`src/rtl/weight_rom_stream_reader.sv`:
```
// Streaming weight reader: issues sequential ROM addresses, tracks reads through the
// fixed-latency ROM pipeline and buffers returned words in a small credit-limited FIFO.

module weight_rom_stream_reader_chk #(
  parameter int FIFO_DEPTH = 4,
  parameter int CW         = 3
) (
  input logic          clk_i,
  input logic          rst_i,
  input logic          push_i,
  input logic [CW-1:0] count_i
);

  // A returning read must always find a free slot; a full-FIFO push means the credit logic broke.
  a_no_overflow: assert property (@(posedge clk_i) disable iff (!rst_i)
    !(push_i && (count_i == CW'(FIFO_DEPTH))));

endmodule

module weight_rom_stream_reader #(
  parameter int DEPTH        = 32,
  parameter int PRECISION    = 16,
  parameter int LANES        = 1,
  parameter int ROM_WIDTH    = PRECISION * LANES,
  parameter int READ_LATENCY = 2,
  parameter int FIFO_DEPTH   = READ_LATENCY + 2,
  parameter int ADDR_WIDTH   = $clog2(DEPTH) + 1
) (
  input  logic                            clk,
  input  logic                            rst,
  output logic [ADDR_WIDTH-1:0]           rom_addr,
  output logic                            rom_ce,
  input  logic [ROM_WIDTH-1:0]            rom_q,
  output logic [LANES-1:0][PRECISION-1:0] data_out,
  output logic                            data_out_valid,
  input  logic                            data_out_ready,
  output logic                            data_out_last
);

  localparam int DW = PRECISION * LANES;
  localparam int CW = $clog2(FIFO_DEPTH + 1);
  localparam int PW = (FIFO_DEPTH > 1) ? $clog2(FIFO_DEPTH) : 1;
  localparam int SW = CW + 1;

  typedef struct packed {
    logic          last;
    logic [DW-1:0] data;
  } entry_t;

  logic [ADDR_WIDTH-1:0]   addr_q, addr_d;
  logic [READ_LATENCY-1:0] infl_q, infl_d;
  logic [READ_LATENCY-1:0] lflag_q, lflag_d;
  logic [CW-1:0]           infl_cnt_q, infl_cnt_d;
  logic [CW-1:0]           count_q, count_d;
  logic [PW-1:0]           wr_ptr_q, wr_ptr_d;
  logic [PW-1:0]           rd_ptr_q, rd_ptr_d;
  entry_t                  mem_q [FIFO_DEPTH];

  logic   issue_s;
  logic   push_s;
  logic   pop_s;
  logic   addr_last_s;
  entry_t wdata_s;
  entry_t head_s;

  function automatic logic [PW-1:0] ptr_next(input logic [PW-1:0] p);
    if (p == PW'(FIFO_DEPTH - 1)) begin
      return PW'(0);
    end else begin
      return p + PW'(1);
    end
  endfunction

  // In-flight reads are counted as occupied credits, so a return always has room.
  assign issue_s     = (SW'(count_q) + SW'(infl_cnt_q)) < SW'(FIFO_DEPTH);
  assign push_s      = infl_q[READ_LATENCY-1];
  assign pop_s       = data_out_valid && data_out_ready;
  assign addr_last_s = (addr_q == ADDR_WIDTH'(DEPTH - 1));
  assign wdata_s     = '{last: lflag_q[READ_LATENCY-1], data: rom_q[DW-1:0]};
  assign head_s      = mem_q[rd_ptr_q];

  // Enable must already be high in the first cycle after release so address 0 is sampled then.
  assign rom_ce         = rst;
  assign rom_addr       = addr_q;
  assign data_out_valid = (count_q != CW'(0));
  assign data_out       = head_s.data;
  assign data_out_last  = head_s.last;

  // Next-state for address, read-tracking pipeline, counters and pointers.
  always_comb begin
    addr_d     = addr_q;
    infl_d     = (infl_q << 1) | READ_LATENCY'(issue_s);
    lflag_d    = (lflag_q << 1) | READ_LATENCY'(issue_s && addr_last_s);
    infl_cnt_d = infl_cnt_q + CW'(issue_s) - CW'(push_s);
    count_d    = count_q + CW'(push_s) - CW'(pop_s);
    wr_ptr_d   = wr_ptr_q;
    rd_ptr_d   = rd_ptr_q;

    if (issue_s) begin
      if (addr_last_s) begin
        addr_d = ADDR_WIDTH'(0);
      end else begin
        addr_d = addr_q + ADDR_WIDTH'(1);
      end
    end else begin
      addr_d = addr_q;
    end

    if (push_s) begin
      wr_ptr_d = ptr_next(wr_ptr_q);
    end else begin
      wr_ptr_d = wr_ptr_q;
    end

    if (pop_s) begin
      rd_ptr_d = ptr_next(rd_ptr_q);
    end else begin
      rd_ptr_d = rd_ptr_q;
    end
  end

  // Control state registers.
  always_ff @(posedge clk or negedge rst) begin
    if (!rst) begin
      addr_q     <= ADDR_WIDTH'(0);
      infl_q     <= READ_LATENCY'(0);
      lflag_q    <= READ_LATENCY'(0);
      infl_cnt_q <= CW'(0);
      count_q    <= CW'(0);
      wr_ptr_q   <= PW'(0);
      rd_ptr_q   <= PW'(0);
    end else begin
      addr_q     <= addr_d;
      infl_q     <= infl_d;
      lflag_q    <= lflag_d;
      infl_cnt_q <= infl_cnt_d;
      count_q    <= count_d;
      wr_ptr_q   <= wr_ptr_d;
      rd_ptr_q   <= rd_ptr_d;
    end
  end

  // Buffer storage; cleared on reset so the head entry is never X.
  always_ff @(posedge clk or negedge rst) begin
    if (!rst) begin
      for (int i = 0; i < FIFO_DEPTH; i++) begin
        mem_q[i] <= '0;
      end
    end else if (push_s) begin
      mem_q[wr_ptr_q] <= wdata_s;
    end
  end

  weight_rom_stream_reader_chk #(
    .FIFO_DEPTH(FIFO_DEPTH),
    .CW        (CW)
  ) u_chk (
    .clk_i  (clk),
    .rst_i  (rst),
    .push_i (push_s),
    .count_i(count_q)
  );

endmodule

```
`config.mk`:
```
export PLATFORM = sky130hd
export DESIGN_NAME = weight_rom_stream_reader
export DESIGN_NICKNAME = d
export VERILOG_FILES = /design/src/rtl/weight_rom_stream_reader.sv
export SDC_FILE = /design/constraint.sdc
export NUM_CORES = 1
export LEC_CHECK = 0
export ABC_AREA = 1
export CORE_AREA = 5 5 95 97
export DETAILED_ROUTE_END_ITERATION = 6
export DIE_AREA = 0 0 100 102
export GPL_ROUTABILITY_DRIVEN = 0
export HOLD_SLACK_MARGIN = 0.05
export MAX_ROUTING_LAYER = met4
export PLACE_DENSITY = 0.73
export SKIP_LAST_GASP = 1
export SYNTH_ARGS = -nofsm -noshare
export SYNTH_HDL_FRONTEND = slang
export SYNTH_HIERARCHICAL = 1
export SYNTH_SLANG_ARGS = --single-unit
```
`constraint.sdc`:
```
create_clock -name clk -period 2 [get_ports clk]
set_input_delay 0.4 -clock clk [delete_from_list [all_inputs] [get_ports clk]]
set_output_delay 0.4 -clock clk [all_outputs]
set_load 0.03 [all_outputs]
```
==> metrics <==
outcome=finished with violations; violated checks=negative setup slack; cell type with the largest total area after synthesis=sky130_fd_sc_hd__dfrtp_1; final number of max-transition violations=0; largest net degree at the start of global routing=approximately 50; clock skew after layout=between 0.008 and 0.009 ns; launch point of the worst path=count_q[1]; number of global-route vias before repair=approximately 3200; Std-Cell Rows=33; area of the core region=8050 um^2; area share of the leading cell type in the synthesized netlist=between 50% and 60%; number of hold violations in the final report=0; Syn Std Cell Area=roughly 4000 um^2; number of DRC markers in iteration 0=between 150 and 200; Reg area=2200 um^2; peak ir drop on the vdd network=between 0.8 and 0.9 mV; min-delay worst type=primary input to async pin; area added between synthesis and finish=25.6%; number of warnings reported in the yosys synthesis log=6; synthesized netlist net count=between 400 and 500; ratio of cells with drive above 1 in the final layout=15.9%; worst r2r path cells=9; arrival time at the worst endpoint=2.26 ns; initial core utilization=between 40 and 50%; fmax=499 MHz; antenna violations before repair=0; Worst-path clk slew=roughly 0.090 ns; vertical extent of the die=between 100 and 150 um; TritonCTS clock tree=yes; sink count of the clock tree=~90; critical register-to-register path startpoint=count_q[1]; CP Data Required Time=approximately 2.3 ns; filler instances=between 700 and 800; gr usage total=around 19%; CTS Root Cell=sky130_fd_sc_hd__clkbuf_8; leakage power summed over all cells=2.35 nW; power density normalized to cell area=1880 nW/um^2; Worst Path Max Fanout=3; final setup vio count=1; startpoint-to-endpoint class of the critical path=flip-flop to flip-flop; antenna-violating nets left=0; placed cell count=approximately 590; wire length after detailed routing=around 8900 um; die footprint=approximately 10000 um^2; RR Endpoint=infl_cnt_q[1]; die boundary width=~100 um; min cycle time layout=around 2 ns; flop2flop setup slack=-0.004 ns; maximum count of clock buffers along a single path=2; setup ws final=-0.00376 ns; post-synthesis sequential area ratio=a little under three fifths; Synth Instances=437; average size of a mapped cell=approximately 8.9 um^2; Tot Pwr=around 9.2 mW; leading post-synthesis cells by cell area=sky130_fd_sc_hd__dfrtp_1 (57%), sky130_fd_sc_hd__o21ai_0 (14%), sky130_fd_sc_hd__nand2_1 (8.8%); Setup crit end=infl_cnt_q[1]; area used by multi-input combinational logic=roughly 1500 um^2; crit path capture type=flip-flop; WL met2=~4300 um; post-layout net count=about 540; highest metal used=met4; wire length of the first global-routing pass=roughly 15000 um; post-layout instance count excluding filler cells=approximately 610; met3 WL=between 400 and 500 um; DRT Pass-1 Iters=5; Unique masters post-synth=20; Rel. slew slack=59.7%; number of antenna repair diodes=0; overflow left after global routing=0; Worst Tran Pin Value=0.605 ns; max-cap violations=0; I/O pin total=44; DP HPWL=roughly 5500 um; later-pin clock latency in the skew report=roughly 0.35 ns; total number of vias=roughly 3200; ratio of final minimum period to clock period=100%; nature of the critical path startpoint=flip-flop; routed wirelength normalized by instance count=roughly 14 um; detailed-routing wirelength on met1=between 4000 and 5000 um; number of synthesized register bits=roughly 90; RSZ-0062 raised after global routing=yes; H-tree Lvls=3; via count normalized by instance count=approximately 5.2; DRC=0; total of buffers placed on input and output ports=43; CTS buffer count=9
through the flow:
stage	hold slack, ns	setup slack (ns)	TNS [ns]	util (%)	instance area, um^2
after CTS	0.174	-0.0695	-0.110	59.5	4790
after detailed placement	0.342	-0.239	-0.597	56.1	4510
final	0.157	-0.00376	-0.00376	60.8	4890
after floorplan	0.104	0.00413	0	-	3900
after global placement	0.334	-0.102	-0.173	56.1	4510
after global routing	0.217	-0.101	-0.606	60.8	4890
critical path: stages (launching register included):
cell and delay [ns]:
sky130_fd_sc_hd__dfrtp_1 0.44, sky130_fd_sc_hd__ha_4 0.31, sky130_fd_sc_hd__nand3_4 0.07, sky130_fd_sc_hd__nand3_4 0.10
sky130_fd_sc_hd__ha_4 0.19, sky130_fd_sc_hd__inv_1 0.05, sky130_fd_sc_hd__ha_1 0.14, sky130_fd_sc_hd__inv_1 0.06
sky130_fd_sc_hd__fa_2 0.52, sky130_fd_sc_hd__inv_1 0.04
power breakdown:
part	internal (mW)	total, mW	switching, mW
Combinational	1.98	4.78	2.80
Clock	0.646	1.27	0.627
Sequential	2.62	3.12	0.501
Total	5.24	9.17	3.93
how the worst min path moves through the flow:
stage,startpoint,cells after the start,endpoint,slack (ns)
2_1_floorplan,rst,0,count_q[0],0.10
3_3_place_gp,lflag_q[0],0,lflag_q[1],0.33
3_5_place_dp,lflag_q[0],0,lflag_q[1],0.34
4_1_cts,rst,2,rom_addr[2],0.17
5_1_grt,rst,2,rom_addr[1],0.22
6_report,rst,2,rom_addr[2],0.16
sequential cells by signal, indices dropped and copies added (netlist names):
name	count
lflag_q	2
infl_cnt_q	3
mem_q	68
count_q	3
wr_ptr_q	2
rd_ptr_q	2
rom_addr	6
infl_q	2
cells in the final DEF (no fill, tap or decap), types with 3 or more instances in the layout:
cell | synthesis | layout
sky130_fd_sc_hd__buf_6 | 0 | 6
sky130_fd_sc_hd__nor2_1 | 44 | 42
sky130_fd_sc_hd__o22ai_2 | 0 | 3
sky130_fd_sc_hd__nand2_1 | 91 | 91
sky130_fd_sc_hd__xnor2_1 | 4 | 4
sky130_fd_sc_hd__clkdlybuf4s50_1 | 0 | 24
sky130_fd_sc_hd__clkinvlp_4 | 0 | 3
sky130_fd_sc_hd__inv_1 | 34 | 33
sky130_fd_sc_hd__o21ai_0 | 107 | 102
sky130_fd_sc_hd__clkbuf_8 | 0 | 11
sky130_fd_sc_hd__o22ai_1 | 17 | 14
sky130_fd_sc_hd__buf_2 | 12 | 8
sky130_fd_sc_hd__o21ai_1 | 1 | 6
sky130_fd_sc_hd__nand3_1 | 7 | 5
sky130_fd_sc_hd__buf_4 | 1 | 34
sky130_fd_sc_hd__ha_1 | 12 | 10
sky130_fd_sc_hd__dfrtp_1 | 88 | 88
synth_stat cells:
master,n
sky130_fd_sc_hd__o21ai_0,107
sky130_fd_sc_hd__nand2_1,91
sky130_fd_sc_hd__dfrtp_1,88
sky130_fd_sc_hd__nor2_1,44
sky130_fd_sc_hd__inv_1,34
sky130_fd_sc_hd__o22ai_1,17
sky130_fd_sc_hd__buf_2,12
sky130_fd_sc_hd__ha_1,12
sky130_fd_sc_hd__clkbuf_1,9
sky130_fd_sc_hd__nand3_1,7
sky130_fd_sc_hd__xnor2_1,4
sky130_fd_sc_hd__a21oi_1,2
sky130_fd_sc_hd__fa_1,2
sky130_fd_sc_hd__xor2_1,2
sky130_fd_sc_hd__a21boi_0,1
sky130_fd_sc_hd__buf_4,1
sky130_fd_sc_hd__inv_2,1
sky130_fd_sc_hd__nand4_1,1
sky130_fd_sc_hd__nor2_2,1
sky130_fd_sc_hd__o21ai_1,1
layout make-up:
cell class / count / area share (%)
Clock buffer: 12 / 3.17
Clock inverter: 4 / 1.07
Inverter: 35 / 2.69
Multi-Input combinational cell: 292 / 31.5
Sequential cell: 88 / 45.0
Tap cell: 105 / 2.69
Timing Repair Buffer: 78 / 13.8
kinds of logic (layout without fill, tap and decap cells):
family                   Yosys count  count (layout)  share of synthesized area [%]
flip-flops                        88              88                           56.5
XOR/XNOR                           6               6                           1.35
AND/OR/NAND/NOR                  144             144                           14.2
buffers and inverters             57             129                           5.97
adder cells (fa/ha/maj)           14              14                           4.88
AO/OA/AOI/OAI                    128             128                           17.1
metal layers:
metal	vias up	global-route usage, %
li1	1565	-
met1	1508	24.4
met2	92	28.8
met3	14	2.59
met4	0	8.81
met5	-	-
what timing repair did:
item	4_1_cts	5_1_grt
hold buffers	0	0
resized for setup	34	33
cloned	0	2
setup endpoints to repair	18	18
setup buffers	2	9
pin swaps	1	7
Note: power is estimated with default switching activity, not from simulation.
